[src/rtl/oneshot_pkg.sv]
// oneshot_pkg: shared types and helpers for the debounced one-shot bank.
//   os_state_t : per-channel FSM state encoding
//   max3       : maximum of three unsigned values
//   cnt_width  : width of the per-channel counter, sized for the longest interval
package oneshot_pkg;

  typedef enum logic [2:0] {
    OS_IDLE    = 3'd0,
    OS_ARM     = 3'd1,
    OS_FIRE    = 3'd2,
    OS_HOLD    = 3'd3,
    OS_RELEASE = 3'd4
  } os_state_t;

  function automatic int unsigned max3(input int unsigned a, input int unsigned b,
                                       input int unsigned c);
    int unsigned m;
    m = a;
    if (b > m) m = b;
    if (c > m) m = c;
    return m;
  endfunction

  // One counter serves debounce, repeat delay and repeat period; size it for the largest.
  function automatic int unsigned cnt_width(input int unsigned db, input int unsigned delay,
                                            input int unsigned period);
    return $clog2(max3(db, delay, period) + 1);
  endfunction

endpackage

[src/rtl/oneshot_channel.sv]
// oneshot_channel: one debounced one-shot pulse generator with optional auto-repeat.
//   clk       : system clock, all state on rising edge
//   rst       : asynchronous active-high reset
//   e         : raw level input, asynchronous to clk (bouncy)
//   repeat_en : auto-repeat enable, synchronous to clk
//   z         : single-cycle strobe per accepted press or repeat
//   held      : high from the accepted press until the debounced release completes
module oneshot_channel
  import oneshot_pkg::*;
#(
  parameter int unsigned DB_CYCLES  = 4,
  parameter int unsigned RPT_DELAY  = 8,
  parameter int unsigned RPT_PERIOD = 4
) (
  input  logic clk,
  input  logic rst,
  input  logic e,
  input  logic repeat_en,
  output logic z,
  output logic held
);

  localparam int unsigned CntW = cnt_width(DB_CYCLES, RPT_DELAY, RPT_PERIOD);

  // Terminal counts. HOLD spends RPT_x-1 cycles before FIRE, and FIRE itself is one
  // cycle, so pulse starts are spaced exactly RPT_x apart.
  localparam logic [CntW-1:0] DbLast     = CntW'(DB_CYCLES - 1);
  localparam logic [CntW-1:0] DelayLast  = CntW'(RPT_DELAY - 2);
  localparam logic [CntW-1:0] PeriodLast = CntW'(RPT_PERIOD - 2);

  logic            sync_q;
  logic            e_s;
  os_state_t       state_q, state_d;
  logic [CntW-1:0] cnt_q, cnt_d;
  logic            rph_q, rph_d;
  logic [CntW-1:0] hold_last;

  // Two-flop synchroniser; e_s is the only version of e the FSM ever sees.
  always_ff @(posedge clk or posedge rst) begin
    if (rst) begin
      sync_q <= 1'b0;
      e_s    <= 1'b0;
    end else begin
      sync_q <= e;
      e_s    <= sync_q;
    end
  end

  always_ff @(posedge clk or posedge rst) begin
    if (rst) begin
      state_q <= OS_IDLE;
      cnt_q   <= '0;
      rph_q   <= 1'b0;
    end else begin
      state_q <= state_d;
      cnt_q   <= cnt_d;
      rph_q   <= rph_d;
    end
  end

  // First repeat waits the long delay; after that the short period applies.
  assign hold_last = rph_q ? PeriodLast : DelayLast;

  always_comb begin
    state_d = state_q;
    cnt_d   = cnt_q;
    rph_d   = rph_q;
    unique case (state_q)
      OS_IDLE: begin
        if (e_s) begin
          state_d = OS_ARM;
          cnt_d   = '0;
        end
      end
      OS_ARM: begin
        if (!e_s) begin
          state_d = OS_IDLE;
        end else if (cnt_q == DbLast) begin
          state_d = OS_FIRE;
        end else begin
          cnt_d = cnt_q + 1'b1;
        end
      end
      OS_FIRE: begin
        state_d = OS_HOLD;
        cnt_d   = '0;
      end
      OS_HOLD: begin
        if (!e_s) begin
          state_d = OS_RELEASE;
          cnt_d   = '0;
          rph_d   = 1'b0;
        end else if (!repeat_en) begin
          // Keeping the counter cleared means re-enabling repeat restarts the long delay.
          cnt_d = '0;
          rph_d = 1'b0;
        end else if (cnt_q == hold_last) begin
          state_d = OS_FIRE;
          rph_d   = 1'b1;
        end else begin
          cnt_d = cnt_q + 1'b1;
        end
      end
      OS_RELEASE: begin
        if (e_s) begin
          // Release bounce: back to HOLD without a new pulse.
          state_d = OS_HOLD;
          cnt_d   = '0;
        end else if (cnt_q == DbLast) begin
          state_d = OS_IDLE;
        end else begin
          cnt_d = cnt_q + 1'b1;
        end
      end
      default: begin
        state_d = OS_IDLE;
        cnt_d   = '0;
        rph_d   = 1'b0;
      end
    endcase
  end

  // Moore outputs from registered state only, so they drop as soon as rst asserts.
  assign z    = (state_q == OS_FIRE);
  assign held = (state_q == OS_FIRE) || (state_q == OS_HOLD) || (state_q == OS_RELEASE);

endmodule

[src/rtl/oneshot_bank.sv]
// oneshot_bank: N_CH independent debounced one-shot generators sharing a repeat enable.
//   clk       : system clock
//   rst       : asynchronous active-high reset
//   e         : raw level inputs, one per channel, asynchronous to clk
//   repeat_en : global auto-repeat enable, synchronous to clk
//   z         : per-channel single-cycle strobes
//   held      : per-channel press-held status
module oneshot_bank
  import oneshot_pkg::*;
#(
  parameter int unsigned N_CH       = 4,
  parameter int unsigned DB_CYCLES  = 4,
  parameter int unsigned RPT_DELAY  = 8,
  parameter int unsigned RPT_PERIOD = 4
) (
  input  logic            clk,
  input  logic            rst,
  input  logic [N_CH-1:0] e,
  input  logic            repeat_en,
  output logic [N_CH-1:0] z,
  output logic [N_CH-1:0] held
);

  if (N_CH < 1) begin : gen_bad_n_ch
    $error("oneshot_bank: N_CH must be >= 1");
  end
  if (DB_CYCLES < 1) begin : gen_bad_db
    $error("oneshot_bank: DB_CYCLES must be >= 1");
  end
  if (RPT_DELAY < 2) begin : gen_bad_delay
    $error("oneshot_bank: RPT_DELAY must be >= 2");
  end
  if (RPT_PERIOD < 2) begin : gen_bad_period
    $error("oneshot_bank: RPT_PERIOD must be >= 2");
  end

  for (genvar i = 0; i < N_CH; i++) begin : gen_ch
    oneshot_channel #(
      .DB_CYCLES (DB_CYCLES),
      .RPT_DELAY (RPT_DELAY),
      .RPT_PERIOD(RPT_PERIOD)
    ) u_ch (
      .clk      (clk),
      .rst      (rst),
      .e        (e[i]),
      .repeat_en(repeat_en),
      .z        (z[i]),
      .held     (held[i])
    );
  end

endmodule

[config.mk]
export PLATFORM = sky130hd
export DESIGN_NAME = oneshot_bank
export DESIGN_NICKNAME = d
export VERILOG_FILES = /design/src/rtl/oneshot_pkg.sv /design/src/rtl/oneshot_channel.sv /design/src/rtl/oneshot_bank.sv
export SDC_FILE = /design/constraint.sdc
export NUM_CORES = 1
export LEC_CHECK = 0
export CORE_MARGIN = 3
export CORE_UTILIZATION = 27
export CTS_BUF_LIST = sky130_fd_sc_hd__clkbuf_8 sky130_fd_sc_hd__clkbuf_16
export CTS_CLUSTER_DIAMETER = 40
export DETAILED_ROUTE_END_ITERATION = 8
export DONT_BUFFER_PORTS = 1
export GPL_TIMING_DRIVEN = 1
export HOLD_SLACK_MARGIN = 0.08
export PLACE_DENSITY_LB_ADDON = 0.25
export SYNTH_ARGS = -nofsm -noshare
export SYNTH_HDL_FRONTEND = slang
export SYNTH_HIERARCHICAL = 1
export SYNTH_SLANG_ARGS = --single-unit
[constraint.sdc]
create_clock -name clk -period 1.5 [get_ports clk]
set_input_delay 0.225 -clock clk [delete_from_list [all_inputs] [get_ports clk]]
set_output_delay 0.225 -clock clk [all_outputs]
set_load 0.05 [all_outputs]
==> results of run 1 <==
==> routing by layer <==
layer	vias up	share of wire, %
met5	-	0
met4	0	1.2
met3	5	2.3
met2	19	51
met1	1135	45
li1	1162	-
==> final cells by class <==
type / count / share of cell area (%)
Timing Repair Buffer: 96 / 21.32
Multi-Input combinational cell: 210 / 44.95
Tap cell: 126 / 4.051
Clock inverter: 3 / 0.9968
Clock buffer: 5 / 1.768
Inverter: 12 / 1.158
Sequential cell: 40 / 25.76
==> through the flow <==
| stage | cells | worst slack (ps) | instance area, um2 |
|---|---|---|---|
| after floorplan | 282 | -30.40 | 2595 |
| after detailed placement | 448 | -124.9 | 3105 |
| after global placement | 448 | -77.81 | 3105 |
| after CTS | 466 | -93.50 | 3476 |
| final | 492 | -65.30 | 3891 |
| after global routing | 492 | -137.6 | 3891 |
==> critical path, cell delays in order, from the launching register on <==
cell     delay, ps
dfrtp_1        420
buf_6          130
buf_8          120
nor2_4         100
nand2_1         50
nand2_1         70
buf_6          160
==> sequential cells by signal (all words and copies together) (netlist names) <==
register	flops
gen_ch.u_ch/cnt_q	16
gen_ch.u_ch/e_s	4
gen_ch.u_ch/state_q	12
gen_ch.u_ch/sync_q	4
gen_ch.u_ch/rph_q	4
==> power by group <==
group	leakage [nW]	internal [mW]	total (mW)	switching (mW)
clock network	0.0593	0.488	0.890	0.402
registers	0.516	1.36	1.70	0.340
logic	1.17	2.13	4.05	1.92
==> repair_timing <==
action,in CTS,in global routing
setup endpoints to repair,24,31
pin swaps,10,28
buffers inserted,5,25
cloned,0,1
resized for setup,41,57
endpoints found under the hold margin,44,0
hold buffers,5,0
==> synthesized netlist by cell type <==
cell type  count
dfrtp_1       40
nand2_1       32
o21ai_0       24
buf_2         18
nand3_1       16
a21oi_1       12
inv_1         12
nand2b_1      12
a21boi_0       8
and2_1         8
ha_1           8
nor2_1         8
o21ai_1        8
o211ai_1       6
or3b_1         6
a211oi_1       4
a21o_1         4
nand3b_1       4
nor2b_1        4
nor3_1         4
nor4b_1        4
o211ai_2       4
o21bai_2       4
xor2_1         4
a211oi_2       2
a211oi_4       2
a31o_1         2
a31o_2         2
and3b_1        2
and3b_2        2
and4b_1        2
and4b_4        2
clkbuf_1       2
nor3b_1        2
nor3b_2        2
o311ai_2       2
or2_2          2
or3b_4         2
==> logic make-up after synthesis <==
group                      count (synthesis)  share of synthesized area (%)
DFF                                       40                          38.95
AOI/OAI and AO/OA                         84                          23.86
xor gates and xnor gates                   4                          1.363
adders and majority gates                  8                          3.895
buffers and inverters                     32                          5.550
and+or+nand+nor                          114                          26.39
==> worst paths after layout <==
path	startpoint	end	slack, ps	cells past startpoint
setup / recovery	gen_ch[1].u_ch/state_q[0]	held[1]	-70	6
min in group asynchronous	rst	gen_ch[3].u_ch/cnt_q[3]	430	2
setup reg to reg	gen_ch[3].u_ch/e_s	gen_ch[3].u_ch/cnt_q[3]	-60	4
hold reg to reg	gen_ch[2].u_ch/sync_q	gen_ch[2].u_ch/e_s	350	0
hold / removal	repeat_en	gen_ch[1].u_ch/rph_q	290	4
max in group asynchronous	rst	gen_ch[2].u_ch/cnt_q[0]	740	2
==> PnR_summary.wiki, run 1 <==
{| class="wikitable"
! Metric !! Value
|-
| Result of the run || finished, violations left
|-
| Violations in the final reports || setup timing
|-
| Filler Cell Count || around 840
|-
| Area taken by flip-flops and latches || roughly 1000 um2
|-
| Total of endpoints with negative setup slack in the final report || 5
|-
| CTS tree || done
|-
| Critical setup path kind || register to output port
|-
| Leakage dissipation || 1.748 nW
|-
| Final max-slew violation count || 0
|-
| Overall Power || 6.644 mW
|-
| Share of post-route cells with drive strength above 1 || 46.99%
|-
| Number of antenna diodes || 0
|-
| Post-route clock period utilization || 104.4%
|-
| Mean instance size in the synthesized netlist || 9.113 um2
|-
| Maximum clock skew at final layout || between 8 and 9 ps
|-
| Die extent in y || 103.6 um
|-
| Wire length of the first global-routing pass || just under 10000 um
|-
| Pin count of the biggest net entering global routing || 13
|-
| Transition at the pin with the smallest max-transition slack || 417.5 ps
|-
| Flip-flop and latch count after synthesis || 40
|-
| Area fraction of the dominant cell type after synthesis || 38.95%
|-
| Highest-count cells in the layout ignoring fill and taps || buf_4, dfrtp_1, nand2_1
|-
| Worst-case headroom to the max-slew limit || 72.14%
|-
| Std cell rows || 34
|-
| Clock Sink Count || 40
|-
| Global route total overflow || 0
|-
| Overall Global Routing Usage || 10.71%
|-
| Average detailed-routed wire length per instance || 12.16 um
|-
| Maximum fanout along the worst path || 6
|-
| Met1 Resource Use GR || between 10 and 15%
|-
| Area Overhead vs Synth || 51.41%
|-
| Area of the multi-input gates || 1749 um2
|-
| Met3 usage in global routing || 1.990%
|-
| Worst hold margin || 289.4 ps
|-
| Final core utilization || 43.35%
|-
| Sequential element share of the synthesized area || 38.95%
|-
| Final Worst Setup Slack || -65.30 ps
|-
| Clock latency reported for the late side of the worst-skew pair || 290 ps
|-
| Min cycle time layout || 1565 ps
|-
| Worst hold path type || input port to register
|-
| Clock tree buffer depth || 2
|-
| Number of hold violations in the final report || 0
|-
| Number of vias in the routed layout || 2321
|-
| Cell type with the largest total area after synthesis || dfrtp_1
|-
| Synth unique cells || 38
|-
| Per-cell via count in the routed design || 4.717
|-
| Gp weighted congestion || roughly 0.76
|-
| Worst Path Required || around 1300 ps
|-
| Synthesized area || 2570 um2
|-
| Upper clock frequency limit || ~0.64 GHz
|-
| Clock root buffer master || clkbuf_8
|-
| Via count of the first global-routing pass || about 2100
|-
| Sort of element at the end of the critical path || output port
|-
| Setup repair after global routing missed its margin || true
|-
| Most common library cell in the layout ignoring fill and taps || buf_4
|-
| Number of antenna violations at the first check in global routing || 0
|-
| Initial core utilization || 28.63%
|-
| Quantity of I/O buffers inserted on ports || 0
|-
| Die width || just over 100 um
|-
| Max-cap check violation count || 0
|-
| Sum of negative setup slack || -222.6 ps
|-
| Routed wire length || about 6000 um
|-
| Data arrival at the endpoint of the critical path || 1340 ps
|-
| Post-Synthesis Cells || 282
|-
| Detailed-route DRC error count || 0
|-
| First drt pass iteration count || 4
|-
| Number of H-tree branching levels || 2
|-
| Iteration-0 DRC Markers || 45
|-
| Sum of net half-perimeters after detailed placement || 3923 um
|-
| Startpoint type of the worst setup path || register
|-
| GRT met2 Usage || 17.38%
|-
| Count of nets left with antenna violations after detail routing || 0
|-
| Ports || 15
|-
| Syn. warnings || 6
|-
| Area of the placeable core || 8976 um2
|-
| Synth area leaders || dfrtp_1, o21ai_0, nand2_1, ha_1, buf_2
|-
| Maximum vdd ir drop || 0.5118 mV
|-
| Syn_nets || between 200 and 300
|-
| CTS clk-pin slew, worst paths || 90 ps
|-
| Power density over the cells || 1707 nW/um2
|-
| Inserted Clock Buffers || 5
|-
| Die outline area || 10720 um2
|-
| Routing layer with the top usage in global route || met2
|-
| Nets || 380
|}
Power figures use the tool's default switching activity.
==> run 2, diff against run 1 <==
- CTS_CLUSTER_SIZE: not set -> 10
- clock period: 1.5 -> 1.9 ns (I/O delays scaled with it)
==> PnR_summary.wiki, run 2 (synthesized netlist as in run 1, its figures left out) <==
{| class="wikitable"
! Metric !! Value
|-
| Result of the run || finished, final reports clean
|-
| Clock group share of total power || 16.2% (+2.8 points)
|-
| Final max-slew violation count || 0 (unchanged)
|-
| Clock tree buffer depth || 2 (unchanged)
|-
| Ports || 15 (unchanged)
|-
| Sort of element at the end of the critical path || register
|-
| Post-CTS Setup Inserts || 0 (-5)
|-
| Sum of negative setup slack || 0 ps (+222.6 ps)
|-
| Die outline area || 10720 um2 (unchanged)
|-
| Portion of total power attributed to sequential cells || 39.5% (+14 points)
|-
| Power density over the cells || 1246 nW/um2 (-27%)
|-
| Register name with the most flops || gen_ch.u_ch/cnt_q
|-
| Most common library cell in the layout ignoring fill and taps || dfrtp_1
|-
| Std cell rows || 34 (unchanged)
|-
| Count of nets left with antenna violations after detail routing || 0 (unchanged)
|-
| Worst hold path type || input port to register
|-
| Maximum fanout along the worst path || 5 (-1)
|-
| Number of antenna violations at the first check in global routing || 0 (unchanged)
|-
| Clock Sink Count || 40 (unchanged)
|-
| Number of antenna diodes || 0 (unchanged)
|-
| Initial core utilization || 28.63% (unchanged)
|-
| Worst-case headroom to the max-slew limit || 68.37% (-3.8 points)
|-
| First drt pass iteration count || 4 (unchanged)
|-
| Setup repair after global routing missed its margin || false
|-
| Startpoint type of the worst setup path || register
|-
| Pin count of the biggest net entering global routing || 13 (unchanged)
|-
| Routed wire length || 4963 um (-17%)
|-
| Proportion of total power due to net switching || 43.61% (+3.5 points)
|-
| Data arrival at the endpoint of the critical path || 1940 ps (+600 ps)
|-
| Clock root buffer master || clkbuf_8
|-
| Highest-count cells in the layout ignoring fill and taps || dfrtp_1, nand2_1, o21ai_0
|-
| Total of endpoints with negative setup slack in the final report || 0 (-5)
|-
| Maximum clock skew at final layout || 5.904 ps (-2.663 ps)
|-
| Overall Global Routing Usage || 9.242% (-1.5 points)
|-
| Area Overhead vs Synth || 11.98%
|-
| Leakage dissipation || 1.272 nW (-27%)
|-
| Setup slack of the most critical reg-to-reg path || 140 ps (+200 ps)
|-
| Sum of net half-perimeters after detailed placement || 3563 um (-9.2%)
|-
| Die extent in y || 103.6 um (unchanged)
|-
| Cell count of the worst hold path || 3 (-1)
|-
| Critical setup path kind || register to register
|-
| CTS clk-pin slew, worst paths || 80 ps (about the same)
|-
| Iteration-0 DRC Markers || 38 (-16%)
|-
| R2R cell count || 6 (+2)
|-
| Worst slack at placement || 159.7 ps (+284.6 ps)
|-
| Critical register-to-register path endpoint || gen_ch[3].u_ch/cnt_q[3]
|-
| Reg-to-Reg Start || gen_ch[3].u_ch/cnt_q[0]
|-
| Maximum vdd ir drop || 0.4809 mV (-6.0%)
|-
| Die width || 103.6 um (unchanged)
|-
| Number of flip-flops in the largest register || 16 (unchanged)
|-
| Transition at the pin with the smallest max-transition slack || 473.3 ps (+55.75 ps)
|-
| Min cycle time layout || between 1500 and 2000 ps
|-
| Number of hold violations in the final report || 0 (unchanged)
|-
| Area of the placeable core || 8976 um2 (unchanged)
|-
| Average detailed-routed wire length per instance || 11.96 um (-1.7%)
|-
| Via count of the first global-routing pass || 1872 (-10%)
|-
| Worst Hold Path EP || gen_ch[1].u_ch/rph_q
|-
| Max-cap check violation count || 0 (unchanged)
|-
| Upper clock frequency limit || 0.5694 GHz
|-
| Cell-internal power || 2.023 mW (-49%)
|-
| Net switching power || 1.564 mW (-41%)
|-
| Number of H-tree branching levels || 2 (unchanged)
|-
| Nets || 303 (-20%)
|-
| Quantity of I/O buffers inserted on ports || 0 (unchanged)
|-
| Gp weighted congestion || 0.8207 (+8.4%)
|-
| Inserted Clock Buffers || 5 (unchanged)
|-
| Hold Path Origin || repeat_en
|-
| Detailed-route DRC error count || 0 (unchanged)
|-
| Final Worst Setup Slack || 143.8 ps (+209.1 ps)
|-
| Share of post-route cells with drive strength above 1 || 16.26% (-31 points)
|-
| CTS tree || done
|-
| Post-route clock period utilization || 92.43%
|-
| Number of vias in the routed layout || 1942 (-16%)
|-
| Per-cell via count in the routed design || 4.680 (-0.80%)
|-
| Global route total overflow || 0 (unchanged)
|-
| Worst Path Required || 2090 ps (+820 ps)
|-
| Clock latency reported for the late side of the worst-skew pair || 290 ps (about the same)
|-
| Largest registers || gen_ch.u_ch/cnt_q x16, gen_ch.u_ch/state_q x12
|-
| Combinational fraction of design power || 44.3% (-17 points)
|-
| Wire length of the first global-routing pass || 8480 um (-13%)
|}
[run 2: cell count changes in the layout (fill, tap and decap cells not counted), moves of 5 or more]
cell and change:
nor2_4 -7, buf_4 -54, buf_6 -17, or3b_4 -6, nor2_1 +8, o21ai_0 +7
ha_1 +7, or3b_1 +6, nand2b_1 +5, o21ai_2 -8, ha_2 -6
[run 2: worst max-delay path by stage]
| stage | from | cells after the start | endpoint | slack, ps |
|---|---|---|---|---|
| floorplan | gen_ch[0].u_ch/state_q[2] | 3 | z[0] | 290 |
| global placement | gen_ch[3].u_ch/cnt_q[0] | 6 | gen_ch[3].u_ch/cnt_q[3] | 220 |
| detailed placement | gen_ch[2].u_ch/cnt_q[0] | 6 | gen_ch[2].u_ch/cnt_q[3] | 160 |
| CTS | gen_ch[1].u_ch/state_q[0] | 4 | held[1] | 90 |
| global route | gen_ch[3].u_ch/state_q[2] | 4 | gen_ch[3].u_ch/cnt_q[3] | 40 |
| finish | gen_ch[3].u_ch/cnt_q[0] | 6 | gen_ch[3].u_ch/cnt_q[3] | 140 |
[run 2: layout make-up]
class,count,area [um2]
inverter,12,45.04
clock buffer,6,82.58
fill,938,6098
clock inverter,2,7.507
tap,126,157.7
sequential,40,1001
multi-input combinational,210,1429
timing repair buffer,19,155.1
[run 2: per-layer routing]
metal / wire [um] / global-route usage [%]
met5: 0 / 0
met4: 65 / 3.039
met3: 108 / 2.114
met2: 2198 / 14.58
met1: 2590 / 12.55
[run 2: through the flow]
stage / cell area [um2] / hold WS [ps] / power, mW / instances / util (%)
after global placement: 2735 / 186.0 / 3.007 / 402 / 30.47
final: 2878 / 332.8 / 3.587 / 415 / 32.06
after floorplan: 2570 / 125.2 / 2.705 / 282 / -
after global routing: 2878 / 342.9 / 3.893 / 415 / 32.06
after CTS: 2875 / 324.4 / 3.632 / 415 / 32.03
after detailed placement: 2735 / 185.3 / 3.017 / 402 / 30.47
[run 2: repair_timing]
action / CTS / global route
gates resized for setup: 0 / 1
hold endpoints to repair: 44 / 0
hold buffers: 5 / 0
setup endpoints to repair: 0 / 1
[run 2: worst max-delay path, stage by stage, from the launching register on]
cell and delay (ps):
dfrtp_1 420, ha_1 250, nor3b_1 150, buf_4 150
a211oi_2 280, o21bai_2 140, o311ai_2 260
[run 2: power by group through the flow]
stage | logic (mW) | registers, mW | clock network (mW)
floorplan | 1.51 | 1.20 | 0
global placement | 1.58 | 1.43 | 0
detailed placement | 1.59 | 1.43 | 0
CTS | 1.60 | 1.42 | 0.617
global route | 1.78 | 1.47 | 0.649
finish | 1.59 | 1.42 | 0.582
